--- config.mk ---
export PLATFORM = sky130hd
export DESIGN_NAME = alu_arbiter
export DESIGN_NICKNAME = d
export VERILOG_FILES = /design/src/rtl/alu_arbiter.sv
export SDC_FILE = /design/constraint.sdc
export NUM_CORES = 1
export LEC_CHECK = 0
export BUFFER_PORTS_ARGS = -buffer_cell sky130_fd_sc_hd__buf_4
export CAP_MARGIN = 20
export CORE_AREA = 2 2 122 124
export CTS_CLUSTER_SIZE = 25
export DETAILED_ROUTE_END_ITERATION = 10
export DIE_AREA = 0 0 124 126
export PLACE_DENSITY = 0.68
export SETUP_SLACK_MARGIN = 0.3
export SLEW_MARGIN = 10
export SYNTH_ARGS = -nofsm -noshare
export SYNTH_HDL_FRONTEND = slang
export SYNTH_SLANG_ARGS = --single-unit
export TNS_END_PERCENT = 20
--- constraint.sdc ---
create_clock -name clk -period 1.8 [get_ports clk]
set_input_delay 0.09 -clock clk [delete_from_list [all_inputs] [get_ports clk]]
set_output_delay 0.09 -clock clk [all_outputs]
set_load 0.01 [all_outputs]
--- src/rtl/alu_arbiter.sv ---
// Round-robin arbiter sharing one ALU between two valid/ready requesters.
// Optional per-requester completion counters are enabled by defining ALU_ARB_STATS_EN.
module alu_arbiter #(
    parameter int WIDTH = 32,
    parameter int OPW   = 3
) (
    input  logic             clk,
    input  logic             reset,
    input  logic             req0_valid,
    output logic             req0_ready,
    input  logic [WIDTH-1:0] req0_a,
    input  logic [WIDTH-1:0] req0_b,
    input  logic [OPW-1:0]   req0_op,
    output logic             resp0_valid,
    input  logic             resp0_ready,
    output logic [WIDTH-1:0] resp0_result,
    output logic             resp0_zero,
    input  logic             req1_valid,
    output logic             req1_ready,
    input  logic [WIDTH-1:0] req1_a,
    input  logic [WIDTH-1:0] req1_b,
    input  logic [OPW-1:0]   req1_op,
    output logic             resp1_valid,
    input  logic             resp1_ready,
    output logic [WIDTH-1:0] resp1_result,
    output logic             resp1_zero,
    output logic [WIDTH-1:0] alu_a,
    output logic [WIDTH-1:0] alu_b,
    output logic [OPW-1:0]   alu_ctrl,
    input  logic [WIDTH-1:0] alu_result,
    input  logic             alu_zero
`ifdef ALU_ARB_STATS_EN
    ,
    output logic [15:0]      stat0_count,
    output logic [15:0]      stat1_count
`endif
);

    typedef enum logic [1:0] {
        IDLE,
        EXEC,
        RESP
    } state_t;

    state_t           r_state;
    state_t           w_nextState;
    logic [WIDTH-1:0] r_a;
    logic [WIDTH-1:0] r_b;
    logic [OPW-1:0]   r_op;
    logic [WIDTH-1:0] r_result;
    logic             r_zero;
    logic             r_owner;
    logic             r_lastGrant;
    logic             w_grant0;
    logic             w_grant1;
    logic             w_accept;
    logic             w_respDone;

    // On a tie the requester that did not win last time gets the ALU.
    assign w_grant0 = req0_valid && (!req1_valid || r_lastGrant);
    assign w_grant1 = req1_valid && (!req0_valid || !r_lastGrant);

    assign alu_a        = r_a;
    assign alu_b        = r_b;
    assign alu_ctrl     = r_op;
    assign resp0_result = r_result;
    assign resp1_result = r_result;
    assign resp0_zero   = r_zero;
    assign resp1_zero   = r_zero;

    always_comb begin
        w_nextState = r_state;
        req0_ready  = 1'b0;
        req1_ready  = 1'b0;
        resp0_valid = 1'b0;
        resp1_valid = 1'b0;
        w_accept    = 1'b0;
        w_respDone  = 1'b0;
        case (r_state)
            IDLE: begin
                req0_ready = w_grant0;
                req1_ready = w_grant1;
                if (w_grant0 || w_grant1) begin
                    w_accept    = 1'b1;
                    w_nextState = EXEC;
                end
            end
            EXEC: begin
                w_nextState = RESP;
            end
            RESP: begin
                resp0_valid = !r_owner;
                resp1_valid = r_owner;
                if (r_owner ? resp1_ready : resp0_ready) begin
                    w_respDone  = 1'b1;
                    w_nextState = IDLE;
                end
            end
            default: begin
                w_nextState = IDLE;
            end
        endcase
    end

    always_ff @(posedge clk) begin
        if (reset) begin
            r_state     <= IDLE;
            r_a         <= '0;
            r_b         <= '0;
            r_op        <= '0;
            r_result    <= '0;
            r_zero      <= 1'b0;
            r_owner     <= 1'b0;
            r_lastGrant <= 1'b1;
        end else begin
            r_state <= w_nextState;
            if (w_accept) begin
                r_a         <= w_grant0 ? req0_a  : req1_a;
                r_b         <= w_grant0 ? req0_b  : req1_b;
                r_op        <= w_grant0 ? req0_op : req1_op;
                r_owner     <= w_grant1;
                r_lastGrant <= w_grant1;
            end
            // Opcodes with the top bit set are undefined for the ALU; report a clean zero.
            if (r_state == EXEC) begin
                r_result <= r_op[2] ? '0 : alu_result;
                r_zero   <= alu_zero;
            end
        end
    end

`ifdef ALU_ARB_STATS_EN
    logic [15:0] r_stat0;
    logic [15:0] r_stat1;

    always_ff @(posedge clk) begin
        if (reset) begin
            r_stat0 <= '0;
            r_stat1 <= '0;
        end else if (w_respDone) begin
            if (r_owner) r_stat1 <= r_stat1 + 16'd1;
            else         r_stat0 <= r_stat0 + 16'd1;
        end
    end

    assign stat0_count = r_stat0;
    assign stat1_count = r_stat1;
`endif

endmodule

Word-level counts from Yosys, hierarchy flattened
Index checks and enable logic that the tools add are counted.
{"block": "classes", "eq_ne": 4, "muxes": 14, "n_reduce_logical": 11}
{"op": "32-bit two-way mux", "n": 3}
{"op": "1-bit two-way mux", "n": 7}
{"op": "2-bit case mux with 3 select lines", "n": 1}
{"op": "1-bit zero test", "n": 4}
{"op": "2-bit two-way mux", "n": 2}
{"op": "2-bit != test, second input constant", "n": 2}
{"op": "1-bit logical OR", "n": 3}
{"op": "3-bit two-way mux", "n": 1}
{"op": "2-bit by 1-bit equality test with 1-bit output, second input constant", "n": 1}
{"op": "2-bit equality test, second input constant", "n": 1}
{"op": "1-bit logical AND", "n": 2}
{"op": "2-bit zero test", "n": 1}
{"op": "2-bit AND reduction", "n": 1}
{"block": "totals", "reg_bits": 104, "in_bits": 173, "out_inout_bits": 137, "wordCells": 37}

Longest topological paths before layout
{"block": "logic_depth", "ltp_word": 6, "mapped_depth": 8, "depth_no_buf": 3}

Worst setup path after synthesis
OpenSTA, ideal clock, no wires.
{"block": "synth_path", "path_type": "register to register", "start": "register r_lastGrant", "end": "register r_b[22] (netlist: alu_b[22])", "setup_time_ns": 0.089, "t_arrival_ns": 1.379, "t_required_ns": 1.711, "path_slack_ns": 0.332, "path_stages_with_launch": 7, "path_buffers": 3, "synth_period_minus_slack_ns": 1.468, "path_cell_list": "dfxtp_1 > nand2b_1 > buf_2 > buf_4 > clkbuf_1 > nand3_1 > a311oi_2"}
{"block": "synth_via", "elab_chain_cells": 6, "elab_cells_between_ends": 9, "classes_between": "mux (3); reduce/logical (6)"}
{"item": "start: declaration", "line_no": "53", "rtl": "logic r_lastGrant;"}
{"item": "start signal: assignment", "line_no": "122", "rtl": "r_lastGrant <= w_grant1;"}
{"item": "1-bit zero test", "line_no": "61", "rtl": "assign w_grant1 = req1_valid && (!req0_valid || !r_lastGrant);"}
{"item": "1-bit logical OR", "line_no": "61"}
{"item": "1-bit logical AND", "line_no": "61"}
{"item": "1-bit logical OR", "line_no": "83", "rtl": "if (w_grant0 || w_grant1) begin"}
{"item": "1-bit two-way mux", "line_no": "83"}
{"item": "1-bit two-way mux", "line_no": "79", "rtl": "case (r_state)"}
{"item": "end signal: assignment", "line_no": "119", "rtl": "r_b <= w_grant0 ? req0_b : req1_b;"}
{"item": "end: declaration", "line_no": "48", "rtl": "logic [WIDTH-1:0] r_b;"}
Parallel ways exist; a longest one is shown, timed or not.
A chain may end at the register's enable or synchronous reset.

Final worst setup path
{"block": "layout_path", "start": "register r_lastGrant", "end": "output req0_ready"}
{"block": "layout_via", "elab_chain_cells": 3}
{"item": "1-bit logical OR", "line_no": "60", "rtl": "assign w_grant0 = req0_valid && (!req1_valid || r_lastGrant);"}
{"item": "1-bit logical AND", "line_no": "60"}
{"item": "1-bit two-way mux", "line_no": "79"}
{"item": "end: declaration", "line_no": "10", "rtl": "output logic req0_ready,"}
Every way passes these cells.

==> flow_summary_export.csv <==
group,metric,value,unit
run_status,outcome,"finished clean",
drt,drt_iter0_markers,366,
logic_synthesis,synth_edf_count,0,
timing,report.final.slew_viol_count,0,
logic_synthesis,synth_top_flop_cell,"dfxtp_1",
placed_design,hpwl,12400,µm
setup_path,slowest_delay,0.37,ns
cts,clk_latency,0.35,ns
grt,first_global_vias,5296,
drt,routed_via_density,5.40,
logic_synthesis,ys_ff_latch,104,
placed_design,portBuffers,309,
logic_synthesis,yosysMostFrequentCell,"dfxtp_1",
setup_path,cp.arrival,1.38,ns
job,drv_cap,0,
grt,antenna_found_initial,0,
setup_path,timing.rr.start,"r_state[0]",
cts,h-tree-depth,3,
drt,ant_nets,0,
timing,setup_tns,0,ns
setup_path,critPathLaunchType,"register",
timing,fin_skew,0.00810,ns
die,die_area,15600,µm²
setup_path,crit_path_max_fanout,14,
setup_path,critPathCaptureType,"output port",
logic_synthesis,yosysUniqueCellTypes,26,
logic_synthesis,netlist_top_cells_area,"dfxtp_1 41%, a21oi_1 10%, a311oi_1 8.3%",
setup_path,r2r_end,"alu_b[18]",
hold_path,worstHoldPathCells,3,
hold_path,min_from,"alu_result[26]",
placed_design,finalWeightedCongestion,0.798,
drt,drc,0,
die,die_x,124,µm
setup_path,cp_num_buf_inv,2,
logic_synthesis,synth_commonest_cells,"104 x dfxtp_1, 102 x a21oi_1, 67 x nand3_1",
cells_and_area,n_antenna_cell,0,
grt,grt_max_degree,68,
logic_synthesis,synth-seq-area-share,41.2,%
setup_path,crit_chain,"nand2b_4 > buf_12 > and3_1 > buf_4",
cells_and_area,drive_gt1_share,45.3,%
cts,clock_path_buffers,2,
logic_synthesis,synth_top_area_share,41.2,%
setup_path,rr_worst_depth,4,
power_and_ir_drop,pwr_density_cell,850,nW/µm²
hold_path,hold_path_end,"resp0_result[26]",
cts,clock_sinks,104,
cells_and_area,synthToLayoutAreaGrowth,53.8,%
grt,overflow,0,
power_and_ir_drop,ir_drop,501,µV
drt,dr.pass1.iters,4,
timing,fmax,680,MHz
logic_synthesis,async_reset_ff_share,0,%
cells_and_area,nets,1018,
cts,clkTransAtPathRegs,0.07,ns
timing,setup_viol_count_final,0,
setup_path,crit_path_top_delay_cell,"dfxtp_4",
hold_path,hold_path_class,"primary input to register",
drt,num_vias,5583,
cts,cts_made_buffers,9,
cells_and_area,fillers,1392,
setup_path,worstPathRequired,1.71,ns
logic_synthesis,synth_cells,603,
cts,cts_tree,"done",
cts,ctsRootBufferMaster,"clkbuf_16",
cells_and_area,utilization,54.3,%
power_and_ir_drop,leakage,3.34,nW
drt,post_drt_wl_per_cell,18.3,µm
grt,globalRouteTotalUtil,22.9,%
timing,finalHoldViolCount,0,
timing,rsz0062_at_grt,"true",
die,initial_core_util,35.3,%
logic_synthesis,avgSynthCellArea,8.38,µm²
logic_synthesis,yosys_warnings,0,
logic_synthesis,synth_largest_area_cell,"dfxtp_1",
timing,post-route-min-period,1.47,ns
setup_path,critPathKind,"register to output port",
logic_synthesis,syn_nets,776,
die,rows,44,
die,fp.dieH,126,µm
timing,worstMarginPinSlew,0.781,ns
timing,relSlewSlack,47.9,%
die,io_pins,310,
setup_path,rrSetupSlack,0.36,ns
die,fp.coreArea,14300,µm²
drt,wl,18900,µm
grt,grt_first_pass_wirelength,28200,µm
logic_synthesis,netlist_area,5060,µm²
timing,post-route-period-util,81.6,%
setup_path,crit_family,"flip-flops",
## sequential cells by signal, indices dropped and copies added, names as in the netlist
signal	count
r_owner	1
r_state	2
r_lastGrant	1
alu_ctrl	3
resp0_zero	1
alu_b	32
alu_a	32
resp0_result	32
## worst max-delay path by stage
stage / start / endpoint / slack (ns) / cells past startpoint
global placement: req0_valid / alu_a[1] / 0.26 / 5
detailed placement: req0_valid / alu_ctrl[2] / 0.21 / 5
floorplan: r_lastGrant / alu_b[22] / 0.33 / 6
finish: r_lastGrant / req0_ready / 0.33 / 4
CTS: r_lastGrant / req0_ready / 0.23 / 4
global route: r_state[1] / req1_ready / 0.29 / 3
## layout by cell type (no fill, tap or decap), types with 2 or more instances in the layout
cell,synthesis,routed
nor2_1,3,2
dfxtp_1,104,101
clkbuf_1,61,2
nand3_1,67,67
nand3b_1,33,33
a21oi_1,102,101
a311oi_1,48,48
clkbuf_16,0,11
nand2_1,35,35
buf_4,35,325
buf_12,0,11
dfxtp_4,0,2
a311oi_2,19,19
o21ai_1,10,10
o21ai_0,57,57
clkinv_4,0,2
## tightest hold or removal path: stages
cell and delay (ns):
buf_4 0.11, nand3b_1 0.06, a21oi_1 0.06
## area by class of cell
cell class | count | area (µm²) | share of cell area (%)
Inverter | 1 | 3.75 | 0.0483
Sequential cell | 104 | 2090 | 26.9
Tap cell | 184 | 230 | 2.96
Multi-Input combinational cell | 389 | 2420 | 31.1
Clock inverter | 4 | 30.0 | 0.386
Timing Repair Buffer | 340 | 2750 | 35.4
Clock buffer | 12 | 246 | 3.17
## logic make-up (layout without fill, tap and decap cells)
kind of cell / count (synthesis) / count (layout) / share of synthesized area (%)
AO/OA/AOI/OAI: 238 / 238 / 31.0
AND/OR/NAND/NOR: 150 / 150 / 16.0
buffers and inverters: 110 / 357 / 11.6
flip-flops: 104 / 104 / 41.2
multiplexers: 1 / 1 / 0.198
## report_power, final
part	leakage, nW	internal [mW]	total [mW]	switching (mW)
sequential	0.860	2.55	2.71	0.160
combinational	2.35	1.06	2.04	0.982
clock	0.133	0.981	1.86	0.880
total	3.34	4.59	6.61	2.02
## timing repair
| item | CTS | global route |
|---|---|---|
| hold buffers | 1 | 0 |
| setup endpoints to repair | 3 | 2 |
| setup buffers | 0 | 8 |
| endpoints found under the hold margin | 1 | 0 |
| cloned | 1 | 2 |
| pin swaps | 0 | 1 |
| resized for setup | 8 | 3 |
## per-layer routing
layer | global-route usage (%) | vias to the layer above | share of wire (%)
met5 | 0 | - | 0
met2 | 38.2 | 272 | 49
met3 | 6.34 | 24 | 9.6
li1 | - | 2694 | -
met1 | 28.0 | 2593 | 39
met4 | 8.79 | 0 | 2.2
## per-stage QoR
step / instance area (µm²) / hold WS (ns) / worst slack [ns] / cells / power, mW
floorplan: 5060 / 0.226 / 0.332 / 603 / 3.74
global placement: 7310 / 0.344 / 0.260 / 1006 / 4.68
detailed placement: 7310 / 0.361 / 0.207 / 1006 / 4.70
CTS: 7650 / 0.000849 / 0.228 / 1024 / 6.62
global route: 7770 / 0.0178 / 0.287 / 1034 / 6.96
finish: 7770 / 0.0165 / 0.330 / 1034 / 6.61
No activity file was read; power rests on OpenSTA's default activity.
